==> config.mk <==
export PLATFORM = sky130hd
export DESIGN_NAME = count_sequencer
export DESIGN_NICKNAME = d
export VERILOG_FILES = /design/src/rtl/count_sequencer.sv
export SDC_FILE = /design/constraint.sdc
export NUM_CORES = 1
export LEC_CHECK = 0
export ABC_AREA = 1
export BUFFER_PORTS_ARGS = -buffer_cell sky130_fd_sc_hd__buf_2
export CAP_MARGIN = 20
export CORE_ASPECT_RATIO = 0.6
export CORE_MARGIN = 5
export CORE_UTILIZATION = 50
export CTS_BUF_LIST = sky130_fd_sc_hd__clkbuf_16
export DETAILED_ROUTE_END_ITERATION = 12
export PLACE_DENSITY_LB_ADDON = 0.08
export SYNTH_ARGS = -nofsm -noshare
export SYNTH_HDL_FRONTEND = slang
export SYNTH_SLANG_ARGS = --single-unit
==> constraint.sdc <==
create_clock -name clk -period 4.3 [get_ports clk]
set_input_delay 0.645 -clock clk [delete_from_list [all_inputs] [get_ports clk]]
set_output_delay 0.645 -clock clk [all_outputs]
set_load 0.05 [all_outputs]
==> src/rtl/count_sequencer.sv <==
// count_sequencer: button conditioning, start/pause/hold run control and
// display scan timing for the 0-9999 BCD counter. All outputs are registered
// and everything runs in the single clk domain.
module count_sequencer #(
  parameter int TICK_DIV   = 5000000,
  parameter int SCAN_DIV   = 50000,
  parameter int DEB_CYCLES = 500000,
  parameter bit WRAP       = 1'b0
) (
  input  logic       clk,
  input  logic       rst_n,
  input  logic       btn_start,
  input  logic       btn_stop,
  input  logic       btn_clear,
  input  logic       at_max,
  output logic       cnt_en,
  output logic       cnt_clr,
  output logic       running,
  output logic [1:0] digit_sel,
  output logic [3:0] an
);

  localparam int TICK_W = $clog2(TICK_DIV);
  localparam int SCAN_W = $clog2(SCAN_DIV);
  localparam int DEB_W  = $clog2(DEB_CYCLES + 1);

  localparam logic [TICK_W-1:0] TICK_LAST = TICK_W'(TICK_DIV - 1);
  localparam logic [SCAN_W-1:0] SCAN_LAST = SCAN_W'(SCAN_DIV - 1);
  localparam logic [DEB_W-1:0]  DEB_LAST  = DEB_W'(DEB_CYCLES - 1);

  typedef enum logic [1:0] {
    IDLE  = 2'd0,
    RUN   = 2'd1,
    PAUSE = 2'd2,
    HOLD  = 2'd3
  } state_t;

  // Button vector order: bit 0 start, bit 1 stop, bit 2 clear.
  logic [2:0]       btn_raw;
  logic [2:0]       sync_p0;
  logic [2:0]       sync_p1;
  logic [2:0]       deb_lvl;
  logic [2:0]       deb_lvl_q;
  logic [2:0]       ev;
  logic [DEB_W-1:0] deb_cnt [3];

  logic             ev_start;
  logic             ev_stop;
  logic             ev_clear;

  state_t           state_q;
  state_t           state_d;
  logic [TICK_W-1:0] presc_q;
  logic [TICK_W-1:0] presc_d;
  logic             step;
  logic             cnt_en_d;
  logic             cnt_clr_d;

  logic [SCAN_W-1:0] scan_cnt;
  logic [1:0]        digit_inc;

  assign btn_raw   = {btn_clear, btn_stop, btn_start};
  assign ev_start  = ev[0];
  assign ev_stop   = ev[1];
  assign ev_clear  = ev[2];
  assign digit_inc = digit_sel + 2'd1;

  // Two-flop synchronizer for the asynchronous push-buttons
  always_ff @(posedge clk or negedge rst_n) begin
    if (!rst_n) begin
      sync_p0 <= '0;
      sync_p1 <= '0;
    end else begin
      sync_p0 <= btn_raw;
      sync_p1 <= sync_p0;
    end
  end

  // Debounce: accept a new level after DEB_CYCLES consecutive differing samples
  always_ff @(posedge clk or negedge rst_n) begin
    if (!rst_n) begin
      deb_lvl <= '0;
      for (int i = 0; i < 3; i++) deb_cnt[i] <= '0;
    end else begin
      for (int i = 0; i < 3; i++) begin
        if (sync_p1[i] != deb_lvl[i]) begin
          if (deb_cnt[i] == DEB_LAST) begin
            deb_lvl[i] <= sync_p1[i];
            deb_cnt[i] <= '0;
          end else begin
            deb_cnt[i] <= deb_cnt[i] + DEB_W'(1);
          end
        end else begin
          deb_cnt[i] <= '0;
        end
      end
    end
  end

  // Rising edge of the debounced level becomes a one-cycle event
  always_ff @(posedge clk or negedge rst_n) begin
    if (!rst_n) begin
      deb_lvl_q <= '0;
      ev        <= '0;
    end else begin
      deb_lvl_q <= deb_lvl;
      ev        <= deb_lvl & ~deb_lvl_q;
    end
  end

  // Next state, strobes and prescaler; clear > stop > start, clear beats a step
  always_comb begin
    state_d   = state_q;
    cnt_en_d  = 1'b0;
    cnt_clr_d = 1'b0;
    step      = (state_q == RUN) && (presc_q == TICK_LAST);

    if (ev_clear) begin
      state_d   = IDLE;
      cnt_clr_d = 1'b1;
    end else if (ev_stop) begin
      if (state_q == RUN) state_d = PAUSE;
    end else if (ev_start) begin
      if (state_q == IDLE || state_q == PAUSE) state_d = RUN;
    end

    if (step && state_d == RUN) begin
      if (at_max && !WRAP) state_d = HOLD;
      else                 cnt_en_d = 1'b1;
    end

    // A state change restarts the period so a resume gets a full TICK_DIV
    if (state_q != RUN || state_d != state_q || presc_q == TICK_LAST)
      presc_d = '0;
    else
      presc_d = presc_q + TICK_W'(1);
  end

  // State register with registered run-control outputs
  always_ff @(posedge clk or negedge rst_n) begin
    if (!rst_n) begin
      state_q <= IDLE;
      presc_q <= '0;
      cnt_en  <= 1'b0;
      cnt_clr <= 1'b0;
      running <= 1'b0;
    end else begin
      state_q <= state_d;
      presc_q <= presc_d;
      cnt_en  <= cnt_en_d;
      cnt_clr <= cnt_clr_d;
      running <= (state_d == RUN);
    end
  end

  // Free-running display scan, independent of run state
  always_ff @(posedge clk or negedge rst_n) begin
    if (!rst_n) begin
      scan_cnt  <= '0;
      digit_sel <= 2'd0;
      an        <= 4'b1110;
    end else if (scan_cnt == SCAN_LAST) begin
      scan_cnt  <= '0;
      digit_sel <= digit_inc;
      an        <= ~(4'b0001 << digit_inc);
    end else begin
      scan_cnt  <= scan_cnt + SCAN_W'(1);
    end
  end

endmodule
==> run summary <==
starting density of the core = 0.512
critical path type = reg2out
first-iteration detailed-routing DRC count = 409
aggregate global routing overflow = 0
final setup margin = 2460 ps
Crit path max-delay family = flip-flops
worst hold slack = 338 ps
number of diodes added for antenna fixing = 0
total internal power = 2.14 mW
count of fill cells added during filler insertion = 1153
Required @ worst endpoint = 3650 ps
die area = 0.0156 sq mm
H-Tree Level Count = 4
net count after synthesis = 856
number of cells traversed by the worst register-to-register path = 8
root cell of the clock tree = clkbuf_16
RD Place Congestion = 0.948
Critical Path Slowest Stage Cell = dfstp_2
global-route wire length before repair = 24.8 mm
Max Clock Freq = 542 MHz
startpoint of the lowest-slack hold path = btn_stop
net switching component of the power = 0.588 mW
aggregate negative setup slack = 0 ps
global-route layer with the greatest usage = met1
largest voltage drop on the vdd net = 0.272 mV
# rows = 32
Tightest Pin Transition = 946 ps
die span in x = 158 um
vias per inst = 5.11
relative max-transition margin = 0.369
cell type with the largest total area after synthesis = dfrtp_1
worst hold-check path type = in2reg
most common flop cell mapped by yosys = dfrtp_1
initial antenna violation count = 0
count of hold buffers inserted by post-cts repair = 0
portion of synthesized cell area occupied by the leading cell type = 0.452
met3 GRT Util = 0.0491
Lkg Pwr = 3.16 nW
Crit path buffers/inverters = 1
number of slew-limit violations in the final report = 0
distinct cell type count of the synthesized netlist = 35
proportion of layout cells with a drive suffix above 1 = 0.112
post-layout minimum cycle time = 1840 ps
synthesized flop and latch total = 122
via count of the first global-routing pass = 5134
final net count = 885
number of optimization iterations in the first detailed-route pass = 5
register area share after synthesis = 0.464
CP peak stage delay = 530 ps
total core area = 0.0129 sq mm
Sw Share = 0.215
Max Clock Skew = 7.36 ps
# Post-CTS Setup Buffers = 0
number of clock sinks = 122
total number of vias = 5383
Avg Inst Size Synth = 7.83 sq um
PostCTS Resize Cnt = 0
clock tree from TritonCTS = built
met2 Usage GRT = 0.268
Die Height = 98.9 um
Synth Warn # = 0
CTS buffer count = 17
Hold Fails Final Rpt = 0
post-DP HPWL = 10.4 mm
number of design rule violations left after detail routing = 0
netlist area before placement = 0.00659 sq mm
proportion of synthesized flip-flops having asynchronous set or reset = 1.00
IO buf count = 14
maximum number of pins on one net before global-route repair = 76
kind of end point of the critical path = output pin
cell count of the worst hold path = 1
antenna violation net count after detailed routing = 0
register-to-register setup slack = 2580 ps
max-capacitance violation count = 0
power density normalized to cell area = 366 mW/mm^2
category of the worst setup path launch point = flop
final wirelength = 14.3 mm
Arrival @ worst endpoint = 1200 ps
end of the worst register-to-register path = deb_cnt[46]
area added between synthesis and finish = 13.2%
unrepaired setup endpoints after global routing = false
Reg-to-Reg Start = deb_cnt[38]
buffer depth of the longest clock path = 2
Global Route Usage Sum = 0.197
routed len/inst = 13.5 um
Critical Path Fanout Max = 2
number of synthesized flops with an enable pin = 0
Area contributors post-synth = dfrtp_1 45%, nor2_1 11%, nand2_1 9.6%
Clock transition at path regs = 60 ps
final count of negative-setup-slack endpoints = 0
Period Utilization, post-route = 0.429
Gate Count Post-Synth = 841
result of the run = finished clean
Seq pwr share = 0.428
Worst Hold End = sync_p0[1]
part of the power in the clock network = 0.553
Top Ports = 15
Worst-Skew Late Latency = 410 ps
share of power burned in combinational logic = 0.019
worst slack at placement = 2440 ps
grt met1 use = 0.307
cells along the critical path = buf_2
[cells by family after synthesis]
group | synth area share
buffers and inverters | 0.0690
xor gates and xnor gates | 0.0718
DFF | 0.464
adders and majority gates | 0.0171
AOI/OAI and AO/OA | 0.0186
and+or+nand+nor | 0.359
[through the flow]
| step | total power [mW] | cells | cell area (sq um) | utilization |
|---|---|---|---|---|
| CTS | 2.76 | 1053 | 7460 | 0.580 |
| finish | 2.73 | 1053 | 7460 | 0.580 |
| global placement | 1.24 | 1021 | 6830 | 0.532 |
| global route | 2.83 | 1053 | 7460 | 0.580 |
| floorplan | 1.21 | 841 | 6590 | - |
| detailed placement | 1.24 | 1021 | 6830 | 0.532 |
[worst max-delay path by stage]
stage                         endpoint         from  depth (start not counted)  slack, ps
after floorplan           digit_sel[1]  scan_cnt[0]                          9       2870
after global placement           an[1]        rst_n                          2       2470
after detailed placement         an[1]        rst_n                          2       2440
after CTS                        an[3]        an[3]                          1       2430
after global routing       deb_cnt[18]   deb_cnt[0]                          8       2360
final                            an[3]        an[3]                          1       2460
[layout make-up]
cell class | instances | area, sq um | area share
Multi-Input combinational cell | 608 | 3080 | 0.412
Sequential cell | 122 | 3060 | 0.410
Clock buffer | 17 | 425 | 0.0570
Inverter | 105 | 399 | 0.0535
Tap cell | 170 | 213 | 0.0285
Clock inverter | 15 | 200 | 0.0268
Timing Repair Buffer | 16 | 87.6 | 0.0117
[cell usage in the layout (no fill, tap or decap), drive strengths merged, types with 2 or more instances in the layout]
master	count
nor3b	4
nand3b	4
inv	109
nand2	183
clkbuf	17
nor3	21
xnor2	8
o21ai	11
clkinvlp	2
a21oi	10
bufinv	4
dfstp	3
nor2	213
clkinv	5
nand4	31
xor2	46
ha	9
nand3	62
dfrtp	119
buf	16
and2	2
[state kept, by name, indices dropped and copies added, names as in the netlist]
name,flops
an,4
cnt_clr,1
cnt_en,1
deb_cnt,57
deb_lvl,3
deb_lvl_q,3
digit_sel,2
ev,3
presc_q,23
running,1
scan_cnt,16
state_q,2
sync_p0,3
sync_p1,3
[power groups by stage]
| stage | Sequential, mW | Clock [mW] | Combinational, mW |
|---|---|---|---|
| 6_report | 1.17 | 1.51 | 0.0508 |
| 5_1_grt | 1.17 | 1.60 | 0.0625 |
| 4_1_cts | 1.17 | 1.54 | 0.0535 |
| 3_5_place_dp | 1.19 | 0 | 0.0532 |
| 3_3_place_gp | 1.19 | 0 | 0.0518 |
| 2_1_floorplan | 1.19 | 0 | 0.0207 |
[worst register-to-register path: stages (launching register included)]
cell     delay, ps
dfrtp_1        430
ha_1           270
nand2_1        100
nor2_1         240
inv_2           80
nor3_2         180
nand2_2        120
nand2_4        110
nor3_1          60
[synthesized netlist by cell type (4+ instances only)]
cell type	instances
nand2_1	169
nor3_1	16
nand3b_1	4
nor3_2	4
o21ai_0	10
a21oi_1	10
nor2_2	18
nand2_4	4
nand2_2	10
inv_1	101
ha_1	9
xnor2_1	8
nor2_4	6
xor2_1	46
dfrtp_1	119
nor2_1	189
nand3_1	60
nor3b_1	4
nand4_1	31
[routing by layer]
layer | wire [um] | share of wire
met3 | 892 | 0.063
met4 | 172 | 0.012
met5 | 0 | 0
met2 | 5630 | 0.39
met1 | 7570 | 0.53
Power figures use the tool's default switching activity.
